[src/rtl/pipelined_operand_mux.sv]
// rtl/pipelined_operand_mux.sv - registered N-way operand select with stall, flush and select-error tracking
module pipelined_operand_mux #(
  parameter int WIDTH  = 64,
  parameter int NUM_IN = 4,
  parameter int SEL_W  = (NUM_IN > 2) ? $clog2(NUM_IN) : 1
) (
  input  logic                    clk,
  input  logic                    reset_n,
  input  logic [NUM_IN*WIDTH-1:0] in_data,
  input  logic [SEL_W-1:0]        sel,
  input  logic                    in_valid,
  input  logic                    stall,
  input  logic                    flush,
  output logic [WIDTH-1:0]        out_data,
  output logic                    out_valid,
  output logic                    sel_err,
  output logic [7:0]              err_count
);

  logic [31:0]      sel_ext;
  logic             sel_oor;
  logic [WIDTH-1:0] sel_data;

  assign sel_ext = 32'(sel);
  // Only reachable when NUM_IN is not a power of two.
  assign sel_oor = (sel_ext >= 32'(NUM_IN));

  always_comb begin
    sel_data = '0;
    for (int k = 0; k < NUM_IN; k++) begin
      if (sel_ext == 32'(k)) sel_data = in_data[k*WIDTH +: WIDTH];
    end
  end

  always_ff @(posedge clk or negedge reset_n) begin
    if (!reset_n) begin
      out_data  <= '0;
      out_valid <= 1'b0;
      sel_err   <= 1'b0;
      err_count <= 8'h00;
    end else if (flush) begin
      out_data  <= '0;
      out_valid <= 1'b0;
      sel_err   <= 1'b0;
    end else if (!stall) begin
      if (in_valid && !sel_oor) begin
        out_data  <= sel_data;
        out_valid <= 1'b1;
        sel_err   <= 1'b0;
      end else if (in_valid) begin
        out_data  <= '0;
        out_valid <= 1'b1;
        sel_err   <= 1'b1;
        if (err_count != 8'hFF) err_count <= err_count + 8'h01;
      end else begin
        out_data  <= '0;
        out_valid <= 1'b0;
        sel_err   <= 1'b0;
      end
    end
  end

endmodule

[config.mk]
export PLATFORM = sky130hd
export DESIGN_NAME = pipelined_operand_mux
export DESIGN_NICKNAME = d
export VERILOG_FILES = /design/src/rtl/pipelined_operand_mux.sv
export SDC_FILE = /design/constraint.sdc
export NUM_CORES = 1
export LEC_CHECK = 0
export BUFFER_PORTS_ARGS = -buffer_cell sky130_fd_sc_hd__buf_2
export CAP_MARGIN = 20
export CELL_PAD_IN_SITES_DETAIL_PLACEMENT = 0
export CELL_PAD_IN_SITES_GLOBAL_PLACEMENT = 1
export CORE_MARGIN = 2
export CORE_UTILIZATION = 28
export CTS_BUF_LIST = sky130_fd_sc_hd__clkbuf_2
export DETAILED_ROUTE_END_ITERATION = 6
export PLACE_DENSITY = 0.91
export REMOVE_ABC_BUFFERS = 1
export SKIP_CTS_REPAIR_TIMING = 1
export SLEW_MARGIN = 20
export SYNTH_ARGS = -nofsm -noshare
export SYNTH_HDL_FRONTEND = slang
export SYNTH_SLANG_ARGS = --single-unit
export TNS_END_PERCENT = 20
[constraint.sdc]
create_clock -name clk -period 0.8 [get_ports clk]
set_input_delay 0.16 -clock clk [delete_from_list [all_inputs] [get_ports clk]]
set_output_delay 0.16 -clock clk [all_outputs]
set_load 0.01 [all_outputs]
==> results of run 1 <==
-- per-stage QoR --
step | setup WS (ns) | hold slack, ns | utilization [%] | cells | TNS, ns
4_1_cts | -0.630 | -0.566 | 41.9 | 956 | -42.00
3_5_place_dp | -0.576 | 0.140 | 41.1 | 940 | -33.09
2_1_floorplan | -3.09 | -0.136 | - | 334 | -197.55
3_3_place_gp | -0.546 | 0.136 | 41.1 | 940 | -31.86
-- cells by family after synthesis --
logic type	after synthesis	synth area share, %
compound gates	64	19.3
other cells	1	0.0775
flops	73	37.7
mux	129	26.7
simple gates	67	10.4
buf+inv	51	5.74
==> flow_summary.json, run 1 <==
{
  "syn_inst": 385,
  "synth_flop_cell": "dfrtp_1",
  "yosys_warnings": 0,
  "grt_start_max_net_pins": 66,
  "crit_endpoint": "out_data[13]",
  "h-tree-depth": 3,
  "stop_stage": "global routing",
  "synth_common_cells": "mux2i_1, dfrtp_1, nand3b_1",
  "async_reset_ff_share_pct": 100,
  "synth_edf_count": 0,
  "seq_area_frac_synth_pct": 37.7,
  "io_buffers": 335,
  "syn_area_sq_mm": 0.00484,
  "die_w_microns": 135,
  "cts_buffers": 9,
  "status": "did not finish",
  "synth_top_cell_by_area": "dfrtp_1",
  "ctsRootBufferMaster": "clkbuf_2",
  "synth.area.top_cells": "dfrtp_1, mux2i_1, o221ai_2, nand3b_1, buf_2",
  "place.gp.congestion": 0.780,
  "design.portCount": 337,
  "firstError": "[ERROR RSZ-0060] Max buffer count reached.",
  "endpoint_type": "primary output",
  "synth_top_area_share_pct": 37.7,
  "clock_path_buffers": 2,
  "start_util_pct": 28.3,
  "dp_hpwl_microns": 12500,
  "yosysMostFrequentCell": "mux2i_1",
  "placed_area_sq_mm": 0.00703,
  "synth.avg_cell_area_sq_um": 12.6,
  "cts_sinks": 73,
  "ys_ff_latch": 73,
  "rows": 48,
  "synth.distinct_cells": 14,
  "die-height_microns": 135
}
==> inputs of run 2 (changes only) <==
--- a/config.mk
+++ b/config.mk
@@ -7,13 +7,10 @@
 export LEC_CHECK = 0
 export BUFFER_PORTS_ARGS = -buffer_cell sky130_fd_sc_hd__buf_2
 export CAP_MARGIN = 20
-export CELL_PAD_IN_SITES_DETAIL_PLACEMENT = 0
-export CELL_PAD_IN_SITES_GLOBAL_PLACEMENT = 1
-export CORE_MARGIN = 2
-export CORE_UTILIZATION = 28
-export CTS_BUF_LIST = sky130_fd_sc_hd__clkbuf_2
+export CORE_AREA = 2 2 133 135
 export DETAILED_ROUTE_END_ITERATION = 6
-export PLACE_DENSITY = 0.91
+export DIE_AREA = 0 0 135 137
+export PLACE_DENSITY_LB_ADDON = 0.15
 export REMOVE_ABC_BUFFERS = 1
 export SKIP_CTS_REPAIR_TIMING = 1
 export SLEW_MARGIN = 20
==> constraint.sdc (replaced) <==
create_clock -name clk -period 1.04 [get_ports clk]
set_input_delay 0.208 -clock clk [delete_from_list [all_inputs] [get_ports clk]]
set_output_delay 0.208 -clock clk [all_outputs]
set_load 0.01 [all_outputs]
==> flow_summary.json, run 2 <==
{
  "design.portCount": 337,
  "design_area_sq_mm": 0.00741,
  "drt_iter0_drc": 115,
  "clock_power_share_pct": 37.8,
  "cts_buffers": 9,
  "p_sw_share_pct": 27.3,
  "cts_sinks": 73,
  "async_reset_ff_share_pct": 100,
  "groute.usage.overall_pct": 17.0,
  "place.gp.congestion": 0.740,
  "power_density_mw_per_mm2": 1070,
  "seqCellArea_sq_mm": 0.00183,
  "largest_reg_flops": 64,
  "finalSetupViolations": 79,
  "syn_inst": 385,
  "min_path_cells": 3,
  "setup_slack_ns": -0.0645,
  "reg2reg_to": "out_data[31]$_DFFE_PN0P_",
  "syn_area_sq_mm": 0.00484,
  "ff2ff_path_depth": 3,
  "grt_pass1_wl_microns": 24400,
  "vias_per_cell": 4.79,
  "status": "finished with violations",
  "placed_area_sq_mm": 0.00687,
  "seq_area_frac_synth_pct": 37.7,
  "path_cells": "buf_2",
  "start_util_pct": 28.4,
  "die-area_sq_mm": 0.0185,
  "r2r-start": "out_data[31]$_DFFE_PN0P_",
  "dp_hpwl_microns": 12400,
  "core_area_sq_mm": 0.0171,
  "min_from": "in_data[13]",
  "intPower_mw": 5.75,
  "fmaxAchievable_mhz": 905,
  "clk_pin_slew_worst_paths_ns": 0.06,
  "overflow": 0,
  "drive_gt1_share_pct": 61.9,
  "die_w_microns": 135,
  "slew_violations": 0,
  "yosysMostFrequentCell": "mux2i_1",
  "skew_ns": 0,
  "p_comb_share_pct": 23.7,
  "ctsRootBufferMaster": "clkbuf_16",
  "rsz0062_at_grt": "yes",
  "largestRegisters": "out_data (64), err_count (8), out_valid (1)",
  "synth.distinct_cells": 14,
  "io_buffers": 335,
  "cp-start-kind": "register",
  "synth_common_cells": "mux2i_1, dfrtp_1, nand3b_1",
  "crit_family": "flip-flops",
  "synth_flop_cell": "dfrtp_1",
  "wl_microns": 16200,
  "required_ns": 0.83,
  "synth.avg_cell_area_sq_um": 12.6,
  "ys_ff_latch": 73,
  "max_stage_delay_ns": 0.41,
  "die-height_microns": 137,
  "ir_drop_v": 0.000730,
  "p_leak_nw": 3.87,
  "final_common_cell": "buf_2",
  "final_cell_mix": "buf_2, mux2i_1, dfrtp_1",
  "grt_start_max_net_pins": 66,
  "r2r_slack_ns": 0.20,
  "finalSetupTns_ns": -1.83,
  "holdPathEnd": "out_data[13]$_DFFE_PN0P_",
  "drc": 0,
  "num-fill-cells": 1698,
  "criticalPathCategory": "reg2out",
  "clk_latency_ns": 0.33,
  "wl_per_cell_microns": 17.1,
  "rows": 48,
  "multi_input_area_sq_mm": 0.00278,
  "synth_top_area_share_pct": 37.7,
  "yosys_warnings": 0,
  "crit_arrival_ns": 0.90,
  "slowest_stage": "dfrtp_1",
  "clock_path_buffers": 2,
  "critical_path.endpoint_type": "output pin",
  "n_antenna_cell": 0,
  "power_frac_seq_pct": 38.5,
  "synth_top_cell_by_area": "dfrtp_1",
  "vias": 4522,
  "maxCapViolations": 0,
  "synth.area.top_cells": "dfrtp_1, mux2i_1, o221ai_2, nand3b_1, buf_2",
  "grt_pass1_vias": 4856,
  "antenna_found_initial": 0,
  "min_path_type": "in2reg",
  "p_switching_mw": 2.17,
  "final_net_count": 978,
  "area_growth_pct": 53.0,
  "top_register": "out_data",
  "synth_edf_count": 0,
  "drt_first_pass_iters": 4,
  "hold_viol_final": 0,
  "antenna_left": 0,
  "fin_crit_ns": 1.10,
  "min_period_over_period_pct": 106,
  "path_max_fanout": 2,
  "h-tree-depth": 3,
  "cts_tree": "done",
  "crit_buf_inv": 1,
  "violations": "setup timing"
}
## run 2: logic make-up (layout without fill, tap and decap cells)
family          count (synthesis)  after routing  share of synthesized area, %
buf+inv                        51            385                          5.74
simple gates                   67             67                          10.4
other cells                     1              1                        0.0775
flops                          73             73                          37.7
mux                           129            129                          26.7
compound gates                 64             64                          19.3
## run 2: power by group through the flow
stage,combinational [mW],clock (mW),sequential [mW]
after floorplan,0.623,0,3.14
after global placement,1.78,0,3.08
after detailed placement,1.82,0,3.08
after CTS,1.82,3.09,3.04
after global routing,2.04,3.22,3.06
final,1.87,3.00,3.05
## run 2: area by class of cell
class | count | area share (%)
clock inverter | 2 | 0.169
tap | 225 | 3.80
clock buffer | 13 | 3.65
multi-input combinational | 261 | 37.5
timing repair buffer | 370 | 30.2
sequential | 73 | 24.7
## run 2: worst max path at each step
stage / start / end / slack, ns / cells past startpoint
after global placement: sel[1] / out_data[13]$_DFFE_PN0P_ / -0.35 / 4
after global routing: out_data[22]$_DFFE_PN0P_ / out_data[22] / -0.1 / 1
after CTS: out_data[22]$_DFFE_PN0P_ / out_data[22] / -0.1 / 1
after detailed placement: sel[1] / out_data[14]$_DFFE_PN0P_ / -0.40 / 4
after floorplan: stall / out_data[0]$_DFFE_PN0P_ / -2.90 / 2
final: out_data[22]$_DFFE_PN0P_ / out_data[22] / -0.06 / 1
## run 2: layer usage
metal / global-route usage (%) / vias up / share of wire [%]
met2: 30.4 / 196 / 51
li1: - / 2180 / -
met1: 20.0 / 2129 / 40
met3: 3.63 / 17 / 7.5
met5: 0 / - / 0
met4: 6.19 / 0 / 1.8
## run 2: per-stage QoR
stage / hold WS [ns] / utilization, % / worst slack, ns / total power [mW] / std cells
after floorplan: -0.0876 / - / -2.90 / 3.76 / 334
after global placement: 0.190 / 40.3 / -0.353 / 4.87 / 922
after detailed placement: 0.196 / 40.3 / -0.398 / 4.90 / 922
after CTS: -0.172 / 42.0 / -0.0986 / 7.94 / 937
after global routing: 0.179 / 43.4 / -0.0989 / 8.32 / 944
final: 0.179 / 43.4 / -0.0645 / 7.92 / 944
Power figures use the tool's default switching activity.
